## src/rtl/weight_load_pkg.sv

```systemverilog
// Shared types and sizes for the weight load path (stream packer and weight_manager).
package weight_load_pkg;

   localparam int IN_BYTES  = 8;
   localparam int OUT_BYTES = 9;
   localparam int BUF_BYTES = 16;
   localparam int LEVEL_W   = $clog2(BUF_BYTES + 1);

   typedef logic [OUT_BYTES*8-1:0] weight_word_t;

   typedef enum logic [1:0] {
      ST_IDLE  = 2'd0,
      ST_LOAD  = 2'd1,
      ST_FLUSH = 2'd2,
      ST_DONE  = 2'd3
   } load_state_t;

endpackage

```

## src/rtl/byte_gearbox_64to72.sv

```systemverilog
// 16-byte stream-ordered buffer: appends 8-byte beats and pops 9-byte words.
module byte_gearbox_64to72
   import weight_load_pkg::*;
(
   input  logic                  clk,
   input  logic                  rst,
   input  logic                  clear,
   input  logic                  accept,
   input  logic [IN_BYTES*8-1:0] in_data,
   input  logic                  emit,
   output logic [LEVEL_W-1:0]    level,
   output logic                  word_valid,
   output weight_word_t          word_data
);

   localparam int BUF_W = BUF_BYTES * 8;
   localparam int IN_W  = IN_BYTES * 8;

   logic [BUF_W-1:0]   flat_q;
   logic [BUF_W-1:0]   shifted;
   logic [BUF_W-1:0]   ins;
   logic [BUF_W-1:0]   mask;
   logic [BUF_W-1:0]   flat_n;
   logic [LEVEL_W-1:0] base;
   logic [LEVEL_W-1:0] level_n;
   logic [7:0]         sh;

   // Oldest byte lives at bit 0; popping a word is a right shift by 9 bytes.
   always_comb begin
      shifted = emit ? (flat_q >> (OUT_BYTES * 8)) : flat_q;
      base    = emit ? (level - LEVEL_W'(OUT_BYTES)) : level;
      sh      = {3'b000, base} << 3;
      ins     = {{(BUF_W - IN_W){1'b0}}, in_data} << sh;
      mask    = {{(BUF_W - IN_W){1'b0}}, {IN_W{1'b1}}} << sh;
      flat_n  = accept ? ((shifted & ~mask) | ins) : shifted;
      level_n = level;
      if (accept) level_n = level_n + LEVEL_W'(IN_BYTES);
      if (emit)   level_n = level_n - LEVEL_W'(OUT_BYTES);
   end

   always_ff @(posedge clk) begin
      if (rst) begin
         flat_q     <= '0;
         level      <= '0;
         word_valid <= 1'b0;
         word_data  <= '0;
      end else begin
         word_valid <= emit;
         if (emit) word_data <= flat_q[OUT_BYTES*8-1:0];
         if (clear) begin
            flat_q <= '0;
            level  <= '0;
         end else begin
            flat_q <= flat_n;
            level  <= level_n;
         end
      end
   end

endmodule

```

## src/rtl/weight_stream_packer.sv

```systemverilog
// Repacks a 64-bit AXI4-Stream of weight bytes into 72-bit weight_manager writes.
//
// state    | meaning
// ---------+------------------------------------------------------------
// ST_IDLE  | waiting for start; flags hold result of last load
// ST_LOAD  | accepting beats until beats_left hits 0 or early tlast
// ST_FLUSH | draining complete words left in the buffer
// ST_DONE  | one-cycle done pulse, buffer already cleared
module weight_stream_packer
   import weight_load_pkg::load_state_t, weight_load_pkg::ST_IDLE, weight_load_pkg::ST_LOAD,
          weight_load_pkg::ST_FLUSH, weight_load_pkg::ST_DONE, weight_load_pkg::LEVEL_W;
#(
   parameter int CNT_WIDTH = 18,
   parameter int IN_BYTES  = 8,
   parameter int OUT_BYTES = 9
) (
   input  logic                   clk,
   input  logic                   rst,
   input  logic                   start,
   input  logic [CNT_WIDTH-1:0]   num_words,
   input  logic [IN_BYTES*8-1:0]  s_tdata,
   input  logic                   s_tvalid,
   output logic                   s_tready,
   input  logic                   s_tlast,
   output logic                   wr_en,
   output logic [OUT_BYTES*8-1:0] wr_data,
   output logic                   busy,
   output logic                   done,
   output logic                   err_short,
   output logic                   err_long
);

   localparam int BEAT_W = CNT_WIDTH + 1;

   load_state_t          state;
   logic [CNT_WIDTH-1:0] words_left;
   logic [BEAT_W-1:0]    beats_left;
   logic [BEAT_W-1:0]    n_ext;
   logic [BEAT_W-1:0]    n_round;
   logic [BEAT_W-1:0]    beats_calc;
   logic [LEVEL_W-1:0]   level;
   logic                 accept;
   logic                 emit;
   logic                 flush_fin;

   // ceil(9n/8) == n + ceil(n/8), which avoids a wide multiply.
   assign n_ext      = {1'b0, num_words};
   assign n_round    = n_ext + BEAT_W'(IN_BYTES - 1);
   assign beats_calc = n_ext + (n_round >> $clog2(IN_BYTES));

   assign s_tready  = (state == ST_LOAD) && (beats_left != '0);
   assign accept    = s_tvalid && s_tready;
   assign emit      = ((state == ST_LOAD) || (state == ST_FLUSH))
                      && (level >= LEVEL_W'(OUT_BYTES)) && (words_left != '0);
   // Wait for the registered write to leave the port before signalling done.
   assign flush_fin = (state == ST_FLUSH) && !emit && !wr_en;
   assign busy      = (state != ST_IDLE);
   assign done      = (state == ST_DONE);

   byte_gearbox_64to72 u_gearbox (
      .clk        (clk),
      .rst        (rst),
      .clear      (flush_fin),
      .accept     (accept),
      .in_data    (s_tdata),
      .emit       (emit),
      .level      (level),
      .word_valid (wr_en),
      .word_data  (wr_data)
   );

   always_ff @(posedge clk) begin
      if (rst) begin
         state      <= ST_IDLE;
         words_left <= '0;
         beats_left <= '0;
         err_short  <= 1'b0;
         err_long   <= 1'b0;
      end else begin
         case (state)
            ST_IDLE: begin
               if (start) begin
                  words_left <= num_words;
                  beats_left <= beats_calc;
                  err_short  <= 1'b0;
                  err_long   <= 1'b0;
                  state      <= (num_words == '0) ? ST_DONE : ST_LOAD;
               end
            end
            ST_LOAD: begin
               if (emit) words_left <= words_left - 1'b1;
               if (accept) begin
                  if (beats_left == BEAT_W'(1)) begin
                     beats_left <= '0;
                     if (!s_tlast) err_long <= 1'b1;
                     state <= ST_FLUSH;
                  end else if (s_tlast) begin
                     beats_left <= '0;
                     err_short  <= 1'b1;
                     state      <= ST_FLUSH;
                  end else begin
                     beats_left <= beats_left - 1'b1;
                  end
               end
            end
            ST_FLUSH: begin
               if (emit) words_left <= words_left - 1'b1;
               if (flush_fin) state <= ST_DONE;
            end
            ST_DONE: state <= ST_IDLE;
            default: state <= ST_IDLE;
         endcase
      end
   end

endmodule

```

## config.mk

```make
export PLATFORM = sky130hd
export DESIGN_NAME = weight_stream_packer
export DESIGN_NICKNAME = d
export VERILOG_FILES = /design/src/rtl/weight_load_pkg.sv /design/src/rtl/byte_gearbox_64to72.sv /design/src/rtl/weight_stream_packer.sv
export SDC_FILE = /design/constraint.sdc
export NUM_CORES = 1
export LEC_CHECK = 0
export CORE_MARGIN = 2
export CORE_UTILIZATION = 25
export CTS_CLUSTER_DIAMETER = 150
export DETAILED_ROUTE_END_ITERATION = 6
export SYNTH_ARGS = -nofsm -noshare
export SYNTH_HDL_FRONTEND = slang
export SYNTH_HIERARCHICAL = 1
export SYNTH_SLANG_ARGS = --single-unit
```

## constraint.sdc

```tcl
create_clock -name clk -period 11.7 [get_ports clk]
set_input_delay 1.17 -clock clk [delete_from_list [all_inputs] [get_ports clk]]
set_output_delay 1.17 -clock clk [all_outputs]
set_load 0.02 [all_outputs]
```

# Word level (Yosys, flattened, before mapping)
# Index checks and enable logic that the tools add are counted.
[op_classes]
n_addsub = 7
magnitude_cmp = 1
eq_ne = 13
shifts = 2
muxes = 29
bitwise_logic = 3
reduce_logical = 23
[op_table]
columns = ["operator", "n"]
rows = [
  ["$mux W128", 2],
  ["$and A128 B128 Y128", 1],
  ["$not A128 Y128", 1],
  ["$or A128 B128 Y128", 1],
  ["$shl A64 B8 Y128", 1],
  ["$shl A64 B8 Y128 const A", 1],
  ["$mux W19", 4],
  ["$pmux W19 S2", 1],
  ["$mux W18", 2],
  ["$pmux W18 S2", 1],
  ["$add A18 B16 Y19", 1],
  ["$add A18 B3 Y19 const B", 1],
  ["$eq A19 B1 Y1 const B", 1],
  ["$reduce_bool A19 Y1", 1],
  ["$sub A19 B1 Y19 const B", 1],
  ["$logic_not A18 Y1", 1],
  ["$reduce_bool A18 Y1", 1],
  ["$sub A18 B1 Y18 const B", 1],
  ["$mux W5", 3],
  ["$mux W2", 6],
  ["$ne A2 B2 Y1 const B", 5],
  ["$reduce_and A5 Y1", 2],
  ["$sub A5 B4 Y5 const B", 2],
  ["$pmux W2 S4", 1],
  ["other kinds (16)", 36],
]
[totals]
register_bits = 247
in_bits = 87
output_inout_bits = 78
word_cells = 87

# Logic depth before layout (Yosys ltp)
[logic_depth]
depth_word = 10
depth_mapped = 14
mapped_depth_nobuf = 13

# Modules after synthesis
# Netlist, hierarchy kept.
[modules_own_cells]
columns = ["module", "n_inst", "cells_per_inst", "area_per_inst_um2", "seq_area_each_um2"]
rows = [
  ["byte_gearbox_64to72", 1, 1144, 10541.4, 4124.0],
  ["weight_stream_packer", 1, 519, 3788.6, 820.8],
]

# Least setup slack after synthesis
# No wires, ideal clock.
[synth_path]
kind = "flip-flop to flip-flop"
start = "register words_left[0]"
end = "register u_gearbox.flat_q[96]"
setup_time_ns = 0.120
t_arrival_ns = 3.700
required_ns = 11.580
path_slack_ns = 7.881
stages_incl_launch_ff = 14
path_buffers = 3
period_less_slack_ns = 3.819
path_cell_list = "dfxtp_1 inv_1 ha_1 or4b_1 or4_1 o21a_1 ha_1 buf_2 buf_2 buf_1 mux2_2 o211ai_1 o31ai_1 a211o_1"
[synth_via]
elab_chain_len = 8
elab_cells_between_ends = 14
classes_between = "shift (2); mux (3); bitwise (3); reduce/logical (6)"
[synth_rtl]
columns = ["element", "line", "source"]
rows = [
  ["start, declared", "weight_stream_packer.sv:36", "logic [CNT_WIDTH-1:0] words_left;"],
  ["start signal, assigned", "weight_stream_packer.sv:83", "words_left <= num_words;"],
  ["start signal, assigned", "weight_stream_packer.sv:91", "if (emit) words_left <= words_left - 1'b1;"],
  ["start signal, assigned", "weight_stream_packer.sv:107", "if (emit) words_left <= words_left - 1'b1;"],
  ["$reduce_bool A18 Y1 *", "weight_stream_packer.sv:54", "&& (level >= LEVEL_W'(OUT_BYTES)) && (words_left != '0);"],
  ["$logic_and A1 B1 Y1 *", "weight_stream_packer.sv:54", ""],
  ["via emit", "weight_stream_packer.sv:43", "logic emit;"],
  ["$mux W5", "byte_gearbox_64to72.sv:31", "base = emit ? (level - LEVEL_W'(OUT_BYTES)) : level;"],
  ["$shl A64 B8 Y128", "byte_gearbox_64to72.sv:34", "mask = {{(BUF_W - IN_W){1'b0}}, {IN_W{1'b1}}} << sh;"],
  ["$not A128 Y128", "byte_gearbox_64to72.sv:35", "flat_n = accept ? ((shifted & ~mask) | ins) : shifted;"],
  ["$and A128 B128 Y128", "byte_gearbox_64to72.sv:35", ""],
  ["$or A128 B128 Y128", "byte_gearbox_64to72.sv:35", ""],
  ["$mux W128", "byte_gearbox_64to72.sv:35", ""],
  ["end signal, assigned", "byte_gearbox_64to72.sv:54", "flat_q <= flat_n;"],
  ["end, declared", "byte_gearbox_64to72.sv:19", "logic [BUF_W-1:0] flat_q;"],
]
# Mark *: on every way through the listed nets, which the timed path passes. The rest lies on a longest branch.
# A chain may end at the register's enable or synchronous reset.

# Worst setup path after layout
[layout_path]
start = "register state[1]"
end = "register u_gearbox.flat_q[30]"
[layout_via]
elab_chain_len = 10
elab_cells_between_ends = 19
classes_between = "eq/ne (2); shift (2); mux (3); bitwise (3); reduce/logical (9)"
[layout_rtl]
columns = ["element", "line", "source"]
rows = [
  ["start, declared", "weight_stream_packer.sv:35", "load_state_t state;"],
  ["start signal, assigned", "weight_stream_packer.sv:87", "state <= (num_words == '0) ? ST_DONE : ST_LOAD;"],
  ["$eq A2 B1 Y1 or $eq A2 B2 Y1 (tied branches)", "weight_stream_packer.sv:53", "assign emit = ((state == ST_LOAD) || (state == ST_FLUSH))"],
  ["$logic_or A1 B1 Y1 *", "weight_stream_packer.sv:53", ""],
  ["$logic_and A1 B1 Y1 * (2 in a row)", "weight_stream_packer.sv:54", ""],
  ["via emit", "weight_stream_packer.sv:43", ""],
  ["$mux W5", "byte_gearbox_64to72.sv:31", ""],
  ["$shl A64 B8 Y128", "byte_gearbox_64to72.sv:34", ""],
  ["$not A128 Y128", "byte_gearbox_64to72.sv:35", ""],
  ["$and A128 B128 Y128", "byte_gearbox_64to72.sv:35", ""],
  ["$or A128 B128 Y128", "byte_gearbox_64to72.sv:35", ""],
  ["$mux W128", "byte_gearbox_64to72.sv:35", ""],
]
# Marks and branches as above.

==> flow_summary.ini <==
[sta]
slew_violations = 0
period_share_pct = 48.1
setup_violations = 0
hold_viol = 0
clock-skew-final_ns = 0.0517
fmax_mhz = 178
maxSlewHeadroom_pct = 15.9
min_period_ns = 5.63
grt_setup_unrepaired = false
setup_tns_ns = 0
worstMarginPinSlew_ns = 1.26

[routing]
vias = 14000
wirelength_mm = 56.6
first_pass_iters = 6
wire_per_inst_um = 22.3
ant_nets = 0
vias_per_cell = 5.51
drc = 0
drt_iter0_drc = 1557

[pwr]
p_leak_nw = 6.21
peakVddDrop_uv = 185
power.density_nw_per_um2 = 194

[min_path]
hold_path_class = flop to flop

[final_layout]
final_cells = 2534
post-route-util_pct = 31.3
layout-drive-gt1-share_pct = 7.65
syn_to_final_growth_pct = 23.6
n_antenna_cell = 0
nets = 1867

[yosys]
synth_cells = 1663
syn_area_per_cell_sq_um = 8.62
yosysMostFrequentCell = dfxtp_1
ys_types = 89
synth_common_cells = 247 x dfxtp_1, 179 x mux2i_1, 141 x nor2_1
ys_ff_latch = 247
async_flop_share_pct = 0
synth-main-ff-cell = dfxtp_1
yosys.area.top_type = dfxtp_1
synth_edf_count = 0
synthTopCellsByArea = dfxtp_1 35%, mux2i_1 13%, o21ai_0 4.4%
syn_nets = 1776
yosys_warnings = 6
ys_seq_area_share_pct = 34.5
synth_top_area_share_pct = 34.5
synth_area_sq_um = 14300

[clock_tree]
clock_latency_ns = 0.62
cts_tree = built
cts_resized = 0
root_buffer = clkbuf_16
htree_levels = 1
clk_path_buf_depth = 3
clock-sinks = 247
cts_buffers = 30
cts_setup_buffers = 0
clk_pin_slew_ns = 0.06
holdBufCountCts = 0

[setup_path]
critPathLaunchType = flop
rrSetupSlack_ns = 6.07
cp_max_fo = 60
critical_path.endpoint_type = flop
worstPathRequired_ns = 12.23
crit_type = flop to flop
arrival_ns = 6.16

[run_status]
run_status = finished, final reports clean

[flow_run]
maxCapViolCount = 0

[floorplan]
die_w_um = 243
io_pins = 165
die_y_um = 243
rows = 87
core_sq_um = 56500
die-area_sq_um = 59300
start_util_pct = 25.4

[grt]
grt_pass1_wl_mm = 85.0
grt_pass1_vias = 13200
grt_max_degree = 76
gr-total-overflow = 0
grt_usage_pct = 18.3
grt_antenna_before_repair = 0

[placement]
dp_hpwl_mm = 41.5
gp_congestion = 1.01
dp.cells = 2477
port_buffers = 164
[routing by layer]
layer	global-route usage, %	part of all wire, %	wire [um]	vias to the layer above
li1	-	-	-	6470
met1	25.2	44	24800	6670
met2	27.3	42	23800	711
met3	4.15	9.4	5310	113
met4	7.76	4.9	2750	0
met5	0	0	0	-
[cell families (layout without fill, tap and decap cells)]
kind of cell | after synthesis | count (layout) | share of synthesized area [%]
compound gates | 487 | 487 | 23.3
buf+inv | 157 | 272 | 4.60
fa+ha+maj | 27 | 27 | 2.39
xor+xnor | 31 | 31 | 1.89
mux | 207 | 207 | 15.1
simple gates | 507 | 507 | 18.2
flops | 247 | 247 | 34.5
[path summary, 6_finish.rpt]
check / startpoint / to / cells after the start
min: words_left[14]$_SDFFE_PP0P_ / words_left[14]$_SDFFE_PP0P_ / 2
max: state[1]$_SDFFE_PP0P_ / u_gearbox/flat_q[30]$_SDFF_PP0_ / 11
min reg2reg: words_left[14]$_SDFFE_PP0P_ / words_left[14]$_SDFFE_PP0P_ / 2
max reg2reg: state[1]$_SDFFE_PP0P_ / u_gearbox/flat_q[30]$_SDFF_PP0_ / 11
[layout make-up]
cell class | instances | area, sq um
inverters | 36 | 135
repair buffers | 180 | 1760
fillers | 5904 | 38800
clock inverters | 26 | 418
flip-flops and latches | 247 | 4940
well taps | 756 | 946
clock buffers | 30 | 751
multi-input cells | 1259 | 8760
[sequential cells by signal (all words and copies together), names as in the netlist]
register	cells
err_short	1
u_gearbox/level	5
words_left	18
u_gearbox/word_valid	1
u_gearbox/word_data	72
u_gearbox/flat_q	128
beats_left	19
err_long	1
state	2
[metrics by stage]
stage	power, mW	cell area [sq um]	setup slack (ns)	hold WS [ns]
after CTS	3.44	17700	6.18	0.454
final	3.44	17700	6.07	0.453
after detailed placement	2.33	16500	6.16	0.446
after floorplan	1.96	14300	7.88	0.431
after global routing	3.63	17700	5.71	0.466
after global placement	2.31	16500	6.34	0.438
[worst max-delay path: stages, from the launching register on]
cell and delay (ns):
dfxtp_1 0.39, inv_1 0.09, ha_1 0.85, o21ai_0 0.35, nor2_1 0.20, o21a_4 0.46, buf_4 0.81, nand2b_1 0.33
o211ai_4 0.27, nor4_4 0.99, nand2_1 0.49, a211oi_1 0.32
[power breakdown]
group	internal, mW	switching [mW]
clock	0.659	0.434
sequential	0.956	0.112
combinational	0.438	0.844
total	2.05	1.39
[cells in the final DEF, fill, tap and decap left out, types with 28 or more instances in the layout]
cell	count
a221o_1	28
clkdlybuf4s50_1	163
o22ai_1	43
dfxtp_1	247
o21ai_0	126
and3_1	34
nand3_1	59
a211oi_1	33
nor2_1	140
nand2_1	85
inv_1	35
a21oi_1	65
clkbuf_16	30
nor3_1	50
mux2i_1	179
(Power assumes the default switching activity.)
